<file path="src/rtl/muldiv_seq_pkg.sv">
// Shared encodings for the multiply/divide sequencer: funct codes, FSM states, size defaults.
// The ALU decoder reuses the funct encodings.
package muldiv_seq_pkg;

  localparam int unsigned WidthDef = 32;
  localparam int unsigned CntWDef  = 6;

  localparam logic [5:0] FunctMult  = 6'b011000;
  localparam logic [5:0] FunctMultu = 6'b011001;
  localparam logic [5:0] FunctDiv   = 6'b011010;
  localparam logic [5:0] FunctDivu  = 6'b011011;

  typedef enum logic [1:0] {StIdle, StCalc, StFix} muldiv_state_e;

  function automatic logic is_muldiv(input logic [5:0] funct);
    return (funct == FunctMult) || (funct == FunctMultu) ||
           (funct == FunctDiv)  || (funct == FunctDivu);
  endfunction

  function automatic logic is_div(input logic [5:0] funct);
    return (funct == FunctDiv) || (funct == FunctDivu);
  endfunction

  function automatic logic is_signed_op(input logic [5:0] funct);
    return (funct == FunctMult) || (funct == FunctDiv);
  endfunction

endpackage

</file>
<file path="src/rtl/muldiv_datapath.sv">
// Shift-add multiplier / restoring divider datapath with combinational sign fixup of the
// result; sequencing comes from the load/step strobes.
module muldiv_datapath
  import muldiv_seq_pkg::*;
#(
  parameter int unsigned WIDTH = WidthDef
) (
  input  logic             clk,
  input  logic             rst_n,
  input  logic             load_i,
  input  logic             step_i,
  input  logic             is_div_i,
  input  logic             is_signed_i,
  input  logic [WIDTH-1:0] src_a_i,
  input  logic [WIDTH-1:0] src_b_i,
  output logic [WIDTH-1:0] hi_o,
  output logic [WIDTH-1:0] lo_o
);

  logic [2*WIDTH-1:0] acc_q, acc_d;
  logic [WIDTH-1:0]   rem_q, rem_d;
  logic [WIDTH-1:0]   opb_q, opb_d;
  logic               div_q, div_d;
  logic               neg_q, neg_d;
  logic               rem_neg_q, rem_neg_d;

  logic               a_neg, b_neg;
  logic [WIDTH-1:0]   a_mag, b_mag;
  logic [WIDTH:0]     shifted, diff, sum;
  logic [2*WIDTH-1:0] prod;
  logic [WIDTH-1:0]   quot, remv;

  // Negating the most negative value yields its own bit pattern, which is the
  // correct magnitude when read as unsigned.
  assign a_neg = is_signed_i & src_a_i[WIDTH-1];
  assign b_neg = is_signed_i & src_b_i[WIDTH-1];
  assign a_mag = a_neg ? -src_a_i : src_a_i;
  assign b_mag = b_neg ? -src_b_i : src_b_i;

  // Remainder stays below the divisor, so only the trial difference needs WIDTH+1 bits.
  assign shifted = {rem_q, acc_q[WIDTH-1]};
  assign diff    = shifted - {1'b0, opb_q};
  assign sum     = {1'b0, acc_q[2*WIDTH-1:WIDTH]} + (acc_q[0] ? {1'b0, opb_q} : '0);

  always_comb begin
    acc_d     = acc_q;
    rem_d     = rem_q;
    opb_d     = opb_q;
    div_d     = div_q;
    neg_d     = neg_q;
    rem_neg_d = rem_neg_q;
    if (load_i) begin
      div_d = is_div_i;
      if (is_div_i && (src_b_i == '0)) begin
        acc_d     = {{WIDTH{1'b0}}, {WIDTH{1'b1}}};
        rem_d     = src_a_i;
        opb_d     = '0;
        neg_d     = 1'b0;
        rem_neg_d = 1'b0;
      end else begin
        acc_d     = {{WIDTH{1'b0}}, (is_div_i ? a_mag : b_mag)};
        rem_d     = '0;
        opb_d     = is_div_i ? b_mag : a_mag;
        neg_d     = a_neg ^ b_neg;
        rem_neg_d = a_neg;
      end
    end else if (step_i) begin
      if (div_q) begin
        if (!diff[WIDTH]) begin
          rem_d = diff[WIDTH-1:0];
          acc_d = {acc_q[2*WIDTH-1:WIDTH], acc_q[WIDTH-2:0], 1'b1};
        end else begin
          rem_d = shifted[WIDTH-1:0];
          acc_d = {acc_q[2*WIDTH-1:WIDTH], acc_q[WIDTH-2:0], 1'b0};
        end
      end else begin
        acc_d = {sum, acc_q[WIDTH-1:1]};
      end
    end
  end

  always_ff @(posedge clk or negedge rst_n) begin
    if (!rst_n) begin
      acc_q     <= '0;
      rem_q     <= '0;
      opb_q     <= '0;
      div_q     <= 1'b0;
      neg_q     <= 1'b0;
      rem_neg_q <= 1'b0;
    end else begin
      acc_q     <= acc_d;
      rem_q     <= rem_d;
      opb_q     <= opb_d;
      div_q     <= div_d;
      neg_q     <= neg_d;
      rem_neg_q <= rem_neg_d;
    end
  end

  assign prod = neg_q ? -acc_q : acc_q;
  assign quot = neg_q ? -acc_q[WIDTH-1:0] : acc_q[WIDTH-1:0];
  assign remv = rem_neg_q ? -rem_q : rem_q;

  assign hi_o = div_q ? remv : prod[2*WIDTH-1:WIDTH];
  assign lo_o = div_q ? quot : prod[WIDTH-1:0];

endmodule

</file>
<file path="src/rtl/muldiv_seq.sv">
// Iterative mul/div sequencer owning HI/LO: FSM, iteration counter, move-to/from handling,
// pipeline stall and flush.
module muldiv_seq
  import muldiv_seq_pkg::*;
#(
  parameter int unsigned WIDTH = WidthDef,
  parameter int unsigned CNT_W = CntWDef
) (
  input  logic             clk,
  input  logic             rst_n,
  input  logic             Start,
  input  logic [5:0]       Funct,
  input  logic [WIDTH-1:0] SrcA,
  input  logic [WIDTH-1:0] SrcB,
  input  logic             MtHi,
  input  logic             MtLo,
  input  logic             HiLoRead,
  input  logic             Flush,
  output logic             Stall,
  output logic             Busy,
  output logic [WIDTH-1:0] Hi,
  output logic [WIDTH-1:0] Lo
);

  muldiv_state_e    state_q, state_d;
  logic [CNT_W-1:0] cnt_q, cnt_d;
  logic [WIDTH-1:0] hi_q, hi_d, lo_q, lo_d;
  logic             load, step;
  logic [WIDTH-1:0] dp_hi, dp_lo;

  muldiv_datapath #(
    .WIDTH(WIDTH)
  ) u_datapath (
    .clk        (clk),
    .rst_n      (rst_n),
    .load_i     (load),
    .step_i     (step),
    .is_div_i   (is_div(Funct)),
    .is_signed_i(is_signed_op(Funct)),
    .src_a_i    (SrcA),
    .src_b_i    (SrcB),
    .hi_o       (dp_hi),
    .lo_o       (dp_lo)
  );

  always_comb begin
    state_d = state_q;
    cnt_d   = cnt_q;
    hi_d    = hi_q;
    lo_d    = lo_q;
    load    = 1'b0;
    step    = 1'b0;
    unique case (state_q)
      StIdle: begin
        if (Flush) begin
          state_d = StIdle;
        end else if (Start && is_muldiv(Funct)) begin
          load    = 1'b1;
          cnt_d   = '0;
          // Divide by zero skips the loop; the datapath preloads the fixed result.
          state_d = (is_div(Funct) && (SrcB == '0)) ? StFix : StCalc;
        end else begin
          if (MtHi) hi_d = SrcA;
          if (MtLo) lo_d = SrcA;
        end
      end
      StCalc: begin
        if (Flush) begin
          state_d = StIdle;
        end else begin
          step  = 1'b1;
          cnt_d = cnt_q + CNT_W'(1);
          if (cnt_q == CNT_W'(WIDTH - 1)) state_d = StFix;
        end
      end
      StFix: begin
        if (!Flush) begin
          hi_d = dp_hi;
          lo_d = dp_lo;
        end
        state_d = StIdle;
      end
      default: state_d = StIdle;
    endcase
  end

  always_ff @(posedge clk or negedge rst_n) begin
    if (!rst_n) begin
      state_q <= StIdle;
      cnt_q   <= '0;
      hi_q    <= '0;
      lo_q    <= '0;
    end else begin
      state_q <= state_d;
      cnt_q   <= cnt_d;
      hi_q    <= hi_d;
      lo_q    <= lo_d;
    end
  end

  assign Busy  = (state_q != StIdle);
  assign Stall = Busy & (Start | HiLoRead | MtHi | MtLo);
  assign Hi    = hi_q;
  assign Lo    = lo_q;

endmodule

</file>
<file path="config.mk">
export PLATFORM = sky130hd
export DESIGN_NAME = muldiv_seq
export DESIGN_NICKNAME = d
export VERILOG_FILES = /design/src/rtl/muldiv_seq_pkg.sv /design/src/rtl/muldiv_datapath.sv /design/src/rtl/muldiv_seq.sv
export SDC_FILE = /design/constraint.sdc
export NUM_CORES = 1
export LEC_CHECK = 0
export CORE_ASPECT_RATIO = 0.5
export CORE_UTILIZATION = 40
export CTS_CLUSTER_DIAMETER = 150
export DETAILED_ROUTE_END_ITERATION = 7
export PLACE_DENSITY = 0.66
export SLEW_MARGIN = 20
export SYNTH_ARGS = -nofsm -noshare
export SYNTH_HDL_FRONTEND = slang
export SYNTH_SLANG_ARGS = --single-unit
</file>
<file path="constraint.sdc">
create_clock -name clk -period 4 [get_ports clk]
set_clock_uncertainty 0.15 [all_clocks]
set_input_delay 0.6 -clock clk [delete_from_list [all_inputs] [get_ports clk]]
set_output_delay 0.6 -clock clk [all_outputs]
set_load 0.05 [all_outputs]
</file>
Word-level counts from Yosys, hierarchy flattened
Index checks and enable logic that the tools add are counted.
{"block": "op_classes", "addsub": 8, "n_eq_ne": 17, "n_mux": 48, "bitwise_logic": 7, "reduce_logical": 20}
{"operator": "32-bit 2-to-1 mux", "count": 24}
{"operator": "64-bit 2-to-1 mux", "count": 4}
{"operator": "32-bit negator", "count": 4}
{"operator": "32-bit one-hot mux with 2 select lines", "count": 2}
{"operator": "64-bit negator", "count": 1}
{"operator": "32-bit by 33-bit adder with 33-bit output", "count": 1}
{"operator": "33-bit by 32-bit subtractor with 33-bit output", "count": 1}
{"operator": "32-bit zero test", "count": 1}
{"operator": "6-bit by 5-bit == test with 1-bit output (second input constant)", "count": 5}
{"operator": "6-bit 2-to-1 mux", "count": 3}
{"operator": "2-bit != test (second input constant)", "count": 8}
{"operator": "6-bit one-hot mux with 2 select lines", "count": 1}
{"operator": "2-bit 2-to-1 mux", "count": 5}
{"operator": "5-bit AND reduction", "count": 2}
{"operator": "2-bit nonzero test", "count": 5}
{"operator": "1-bit 2-to-1 mux", "count": 8}
{"operator": "6-bit by 1-bit adder with 6-bit output (second input constant)", "count": 1}
{"operator": "3-bit != test (second input constant)", "count": 2}
{"operator": "2-bit AND reduction", "count": 3}
{"operator": "1-bit logical OR", "count": 5}
{"operator": "2-bit one-hot mux with 2 select lines", "count": 1}
{"operator": "4-bit AND reduction", "count": 1}
{"operator": "1-bit bitwise AND", "count": 3}
{"operator": "1-bit OR", "count": 3}
{"operator": "other kinds (5)", "count": 6}
{"block": "word_totals", "ff_bits": 203, "in_bits": 77}

Longest topological paths before layout
Gate-level depths: netlist of the first run.
{"block": "depth", "ltp_word": 10, "depth_mapped": 13, "mapped_depth_nobuf": 12}

Modules after synthesis
Synthesis of the first run repeated with hierarchy kept, for this count alone.
{"block": "unflattened", "hier_cells": 2206, "hier_area_um2": 17382.9}
{"module": "muldiv_datapath", "instances": 1, "cells_per_inst": 1830, "area_each_um2": 13715.7}
{"module": "muldiv_seq", "instances": 1, "cells_per_inst": 376, "area_each_um2": 3667.3}

Worst setup path before layout of the first run
Ideal clock, no wire load.
{"block": "synth_timing", "path_type": "register to register", "start": "register u_datapath.acc_q[0]", "end": "register u_datapath.acc_q[62]", "arrival_ns": 3.186, "path_slack_ns": 0.543, "stages_incl_launch_ff": 14, "cell_sequence": "dfrtp_1 -> clkinv_1 -> clkbuf_1 -> nor2_1 -> ha_1 -> clkbuf_1 -> a211oi_1 -> nor2_1 -> o41a_1 -> a2111o_1 -> o21ai_2 -> nor4_1 -> or3_1 -> a32o_1"}
{"block": "synth_between", "elab_chain_len": 5}
{"element": "start: declaration", "line": "muldiv_datapath.sv:20", "rtl": "logic [2*WIDTH-1:0] acc_q, acc_d;"}
{"element": "start signal: assignment", "line": "muldiv_datapath.sv:84", "rtl": "acc_q <= '0;"}
{"element": "start signal: assignment", "line": "muldiv_datapath.sv:91", "rtl": "acc_q <= acc_d;"}
{"element": "32-bit 2-to-1 mux", "line": "muldiv_datapath.sv:43", "rtl": "assign sum = {1'b0, acc_q[2*WIDTH-1:WIDTH]} + (acc_q[0] ? {1'b0, opb_q} : '0);"}
{"element": "32-bit by 33-bit adder with 33-bit output", "line": "muldiv_datapath.sv:43"}
{"element": "64-bit 2-to-1 mux", "line": "muldiv_datapath.sv:68", "rtl": "if (div_q) begin"}
{"element": "64-bit 2-to-1 mux", "line": "muldiv_datapath.sv:67", "rtl": "end else if (step_i) begin"}
{"element": "64-bit 2-to-1 mux", "line": "muldiv_datapath.sv:52", "rtl": "if (load_i) begin"}
Every way passes these cells. The select of a mux whose other input is x is not followed.
A chain may end at the register's enable or synchronous reset.

Worst setup path in the final report of the first run
{"block": "layout_timing", "start": "register u_datapath.acc_q[31]", "end": "register u_datapath.rem_q[23]"}
{"block": "layout_between", "elab_chain_len": 5}
{"element": "33-bit by 32-bit subtractor with 33-bit output", "line": "muldiv_datapath.sv:42", "rtl": "assign diff = shifted - {1'b0, opb_q};"}
{"element": "32-bit 2-to-1 mux", "line": "muldiv_datapath.sv:69", "rtl": "if (!diff[WIDTH]) begin"}
{"element": "32-bit 2-to-1 mux", "line": "muldiv_datapath.sv:68"}
{"element": "32-bit 2-to-1 mux", "line": "muldiv_datapath.sv:67"}
{"element": "32-bit 2-to-1 mux", "line": "muldiv_datapath.sv:52"}
{"element": "end signal: assignment", "line": "muldiv_datapath.sv:92", "rtl": "rem_q <= rem_d;"}
{"element": "end: declaration", "line": "muldiv_datapath.sv:21", "rtl": "logic [WIDTH-1:0] rem_q, rem_d;"}
Every way passes these cells. The select of a mux whose other input is x is not followed.

==> results.yml, run 1 <==
synth:
  yosys_most_used_dff: "dfrtp_1"
  netlist_area_um2: 17400
  syn_inst: 2269
  seq_area_frac_synth_pct: 29.2
  synth_nets: 2417
  ys_ff_latch: 203
  synth-edff-count: 0
  avgSynthCellArea_um2: 7.68
  async_reset_ff_share_pct: 100
  synth_warnings: 0
  ys_types: 86
hold_path:
  hp-start: "Lo[12]"
  hp-class: "reg2reg"
pwr:
  cellLeakagePower_uw: 0.00860
  ir_drop_mv: 0.293
  p_per_area_nw_per_um2: 518
placed_design:
  place.gp.congestion: 1.05
  io_buffers: 142
  dp_hpwl_um: 59500
global_route:
  grt_usage_pct: 32.9
  antenna_found_initial: 5
  grt_max_degree: 67
  grt_pass1_vias: 16800
  grt_overflow: 0
  grt_pass1_wl_um: 110000
setup_path:
  worstPathRequired_ns: 4.27
  cp-start-kind: "flip-flop"
  crit_start: "u_datapath.acc_q[31]"
  rr_startpoint: "u_datapath.acc_q[31]"
  crit_path_end_kind: "flip-flop"
  crit_path_max_fanout: 6
  arrival_ns: 4.08
  critPathKind: "reg2reg"
route:
  first_pass_iters: 6
  post_drt_via_cell_ratio: 6.28
  vias: 18900
  post-route-drc-count: 0
  postRouteAntennaNets: 0
  drt_wl_total_um: 75400
  wl_per_cell_um: 25.1
  drt_iter0_drc: 2721
sta:
  setup-violations-final: 0
  timing.fmax_mhz: 262
  worstMarginPinSlew_ns: 1.12
  tns_ns: 0
  fin_crit_ns: 3.81
  rsz0062_at_grt: "false"
  finalCritPeriodShare_pct: 95.3
  slew_headroom_pct: 25.0
  hold_viol_final: 0
  slew_violations: 0
run:
  max_cap_violations: 0
clock_tree:
  clkLatencyLatePin_ns: 0.55
  cts_buffers: 23
  cts_setup_buffers: 0
  cts_max_path_buffers: 3
  cts.sinks: 203
  clk_pin_slew_ns: 0.06
  htree_levels: 1
  cts-root-buf: "clkbuf_16"
  tritoncts: "built"
finish:
  final_nets: 2560
  post-route-util_pct: 48.8
  flow.area_growth_from_synthesis_pct: 19.0
  drive_gt1_share_pct: 9.15
floorplanning:
  coreArea_um2: 42400
  start_util_pct: 41.0
  die_x_um: 297
  io_pins: 143
  fp.dieH_um: 150
  std_cell_rows: 53
  dieArea_um2: 44400
run_status:
  outcome: "finished clean"
==> registers in the layout, indices dropped and copies added (netlist names) <==
register / count
Lo: 32
u_datapath.rem_q: 32
u_datapath.acc_q: 64
Hi: 32
cnt_q: 6
u_datapath.neg_q: 1
u_datapath.rem_neg_q: 1
state_q: 2
u_datapath.div_q: 1
u_datapath.opb_q: 32
==> metal layers <==
layer | global-route usage, % | part of all wire (%)
met5 | 0 | 0
met4 | 10.7 | 3.7
met3 | 10.9 | 13
met2 | 46.1 | 40
met1 | 47.0 | 43
==> report_power, final <==
group	leakage [uW]	switching (uW)	internal [uW]
clock	0.000338	944	1130
sequential	0.00253	696	2530
combinational	0.00573	3330	2110
total	0.00860	4970	5770
==> cell families after synthesis <==
group	synth area share, %
buffers and inverters	4.96
DFF	29.2
xor gates and xnor gates	9.40
AOI/OAI and AO/OA	26.2
and+or+nand+nor	22.0
muxes	3.16
adders and majority gates	5.19
==> through the flow <==
step	hold WS, ns	total power, uW	instances	setup slack (ns)	area (um2)
floorplan	0.154	6610	2269	0.543	17400
global placement	0.313	8470	2963	0.172	20000
detailed placement	0.320	8510	2963	0.161	20000
CTS	0.333	10600	3003	0.241	20700
global route	0.345	11300	3003	0.0645	20700
finish	0.323	10700	3005	0.187	20700
==> cell usage after synthesis, types with 30 or more instances <==
cell	count	area share (%)
a21o_1	34	1.5
a21oi_1	187	5.4
a31oi_1	57	2.0
clkbuf_1	116	2.5
dfrtp_1	203	29
ha_1	69	5.0
inv_1	65	1.4
mux2i_1	40	2.3
nand2_1	297	6.4
nand3_1	85	2.4
nor2_1	185	4.0
nor3_1	40	1.1
o211ai_1	30	1.3
o21ai_0	201	5.8
o31ai_1	49	2.1
xnor2_1	110	5.5
xor2_1	77	3.9
==> what timing repair did <==
action / CTS / global route
hold buffers: 1 / 0
gates resized for setup: 0 / 2
endpoints found under the setup margin: 0 / 3
hold endpoints to repair: 63 / 0
==> worst paths after layout <==
check,to,slack [ns],cells after the start
max in group asynchronous,cnt_q[4],2.14,3
max reg2reg,u_datapath.rem_q[23],0.19,12
min reg2reg,Lo[12],0.32,2
min,Lo[12],0.32,2
min in group asynchronous,u_datapath.acc_q[49],0.46,2
max,u_datapath.rem_q[23],0.19,12
==> critical path, cell delays in order (launching register included) <==
cell,delay [ns]
dfrtp_1,0.45
inv_1,0.09
ha_1,0.25
fa_1,0.42
nand2b_1,0.20
a21oi_1,0.28
o22ai_1,0.20
o21a_1,0.25
or3_1,0.41
a211o_2,0.45
buf_4,0.21
mux2i_1,0.23
o21ai_0,0.11
==> placed cells by master (no fill, tap or decap), types with 20 or more instances in the layout <==
cell             Yosys  layout
a21o_1              34      34
a21oi_1            187     186
a31oi_1             57      57
buf_4                0     121
clkbuf_16            0      23
clkdlybuf4s50_1      0     141
dfrtp_1            203     201
ha_1                69      69
inv_1               65      65
mux2i_1             40      40
nand2_1            297     296
nand2b_1            21      21
nand3_1             85      85
nand4_1             25      25
nor2_1             185     185
nor3_1              40      38
nor4_1              20      20
o211ai_1            30      30
o21ai_0            201     201
o31ai_1             49      49
o41ai_1             22      22
or3_1               29      27
xnor2_1            110     110
xor2_1              77      77
==> cell type report <==
cell class	instances	area, um2
well taps	577	722
flip-flops and latches	203	5080
multi-input cells	1848	11500
clock inverters	7	40.0
inverters	67	255
fillers	4192	21700
diodes	2	5.00
repair buffers	269	2440
clock buffers	32	649
No activity file was read; power rests on OpenSTA's default activity.
==> run 2: changes to the inputs <==
CORE_MARGIN = 2   (was unset)
CTS_BUF_LIST = sky130_fd_sc_hd__clkbuf_8   (was unset)
==> results.yml, run 2 (synthesis gave the netlist of run 1 again) <==
global_route:
  grt_pass1_wl_um: 110000
  grt_pass1_vias: 16800
  grt_usage_pct: 32.5
  antenna_found_initial: 1
  grt_max_degree: 97
  grt_overflow: 0
clock_tree:
  clkLatencyLatePin_ns: 0.57
  cts_hold_buf: 0
  cts_max_path_buffers: 3
  cts-root-buf: "clkbuf_8"
  cts.sinks: 203
  htree_levels: 2
  cts_buffers: 36
  tritoncts: "built"
  clk_pin_slew_ns: 0.06
pwr:
  cellLeakagePower_uw: 0.00863
  total_power_uw: 10700
  p_per_area_nw_per_um2: 518
  ir_drop_mv: 0.208
floorplanning:
  fp.dieH_um: 152
  die_x_um: 299
  start_util_pct: 41.0
  std_cell_rows: 53
  coreArea_um2: 42400
  io_pins: 143
  dieArea_um2: 45300
setup_path:
  critPathKind: "reg2reg"
  crit_path_max_fanout: 6
  critPathSlowestCell: "or4b_2"
  crit_path_end_kind: "flip-flop"
  cp-start-kind: "flip-flop"
  arrival_ns: 4.11
  worstPathRequired_ns: 4.35
  crit_chain: "buf_4 > and2_1 > ha_1 > inv_1 > fa_1 > nor2b_1 > o211ai_1 > a21oi_1 > o211ai_1 > nand3_1 > a31oi_1 > or4b_2 > nand3_1"
  crit_path_max_incr_delay_ns: 0.66
route:
  postRouteAntennaNets: 0
  first_pass_iters: 6
  drt_iter0_drc: 2767
  vias: 18700
  drt_wl_total_um: 75700
  wl_per_cell_um: 25.1
  post-route-drc-count: 0
  post_drt_via_cell_ratio: 6.20
sta:
  timing.final.ws_setup_ns: 0.235
  slew_headroom_pct: 36.1
  slew_violations: 0
  tns_ns: 0
  setup-violations-final: 0
  fin_crit_ns: 3.77
  timing.fmax_mhz: 266
  whs_ns: -0.0192
  hold_viol_final: 2
  rsz0062_at_grt: "false"
  worstMarginPinSlew_ns: 0.959
  finalCritPeriodShare_pct: 94.1
finish:
  drive_gt1_share_pct: 9.36
  multi_input_area_um2: 11500
  flow.area_growth_from_synthesis_pct: 19.0
  stdcell_area_um2: 20700
  antenna_cells: 0
  mostFrequentLayoutCells: "nand2_1 (296), dfrtp_1 (201), o21ai_0 (201)"
  fill_cells: 4188
  regArea_um2: 5080
  largest_register_ffs: 64
  mostFrequentLayoutCell: "nand2_1"
  regMostFlops: "u_datapath.acc_q"
  final_nets: 2559
run_status:
  outcome: "complete, but fails checks"
  violations: "negative hold slack"
placed_design:
  pre_cts_ws_ns: 0.191
  io_buffers: 142
  dpl_cell_area_um2: 20000
  dp_hpwl_um: 59100
  place.gp.congestion: 1.02
run:
  max_cap_violations: 0
hold_path:
  hp-class: "in2async"
run 2: final cells by class:
class                      count  area share [%]
multi-input combinational   1848            55.7
sequential                   203            24.5
clock buffer                  42            2.79
inverter                      67            1.21
timing repair buffer         255            11.5
clock inverter                22           0.869
tap                          577            3.48
run 2: per-layer routing:
| layer | track usage [%] | vias up | share of wire (%) |
|---|---|---|---|
| met5 | 0 | - | 0.037 |
| met4 | 7.78 | 4 | 2.2 |
| met3 | 9.67 | 113 | 12 |
| met2 | 47.2 | 1031 | 41 |
| met1 | 47.1 | 9017 | 44 |
| li1 | - | 8524 | - |
run 2: worst paths after layout:
kind                            cells past startpoint  slack, ns           startpoint                   end
worst max-delay path                               13       0.23  u_datapath.acc_q[0]  u_datapath.acc_q[59]
worst min-delay path                                1      -0.02                rst_n  u_datapath.acc_q[57]
worst max register to register                     13       0.23  u_datapath.acc_q[0]  u_datapath.acc_q[59]
worst min register to register                      2       0.33                Lo[9]                 Lo[9]
max in group asynchronous                           2       2.74                rst_n      u_datapath.neg_q
min in group clk                                    2       0.33                Lo[9]                 Lo[9]
run 2: what timing repair did:
action	CTS	global route
endpoints found under the setup margin	0	1
resized for setup	0	1
buffers inserted	0	0
run 2: power breakdown:
part           internal, uW  switching [uW]
clock                  1160            1020
sequential             2530             748
combinational          2050            3240
run 2: critical path, delay by kind of cell (launching register included):
family	cells	cell delay [ns]
AO/OA/AOI/OAI	4	1.00
flip-flops	1	0.35
adder cells (fa/ha/maj)	2	0.63
buffers and inverters	2	0.26
AND/OR/NAND/NOR	5	1.33
run 2: metrics by stage:
step                      hold slack (ns)  util (%)  instances
final                             -0.0192      48.8       3014
after global routing               0.0607      48.8       3014
after CTS                          0.0271      48.8       3014
after detailed placement            0.322      47.0       2950
after global placement              0.312      47.0       2950
after floorplan                     0.154         -       2269
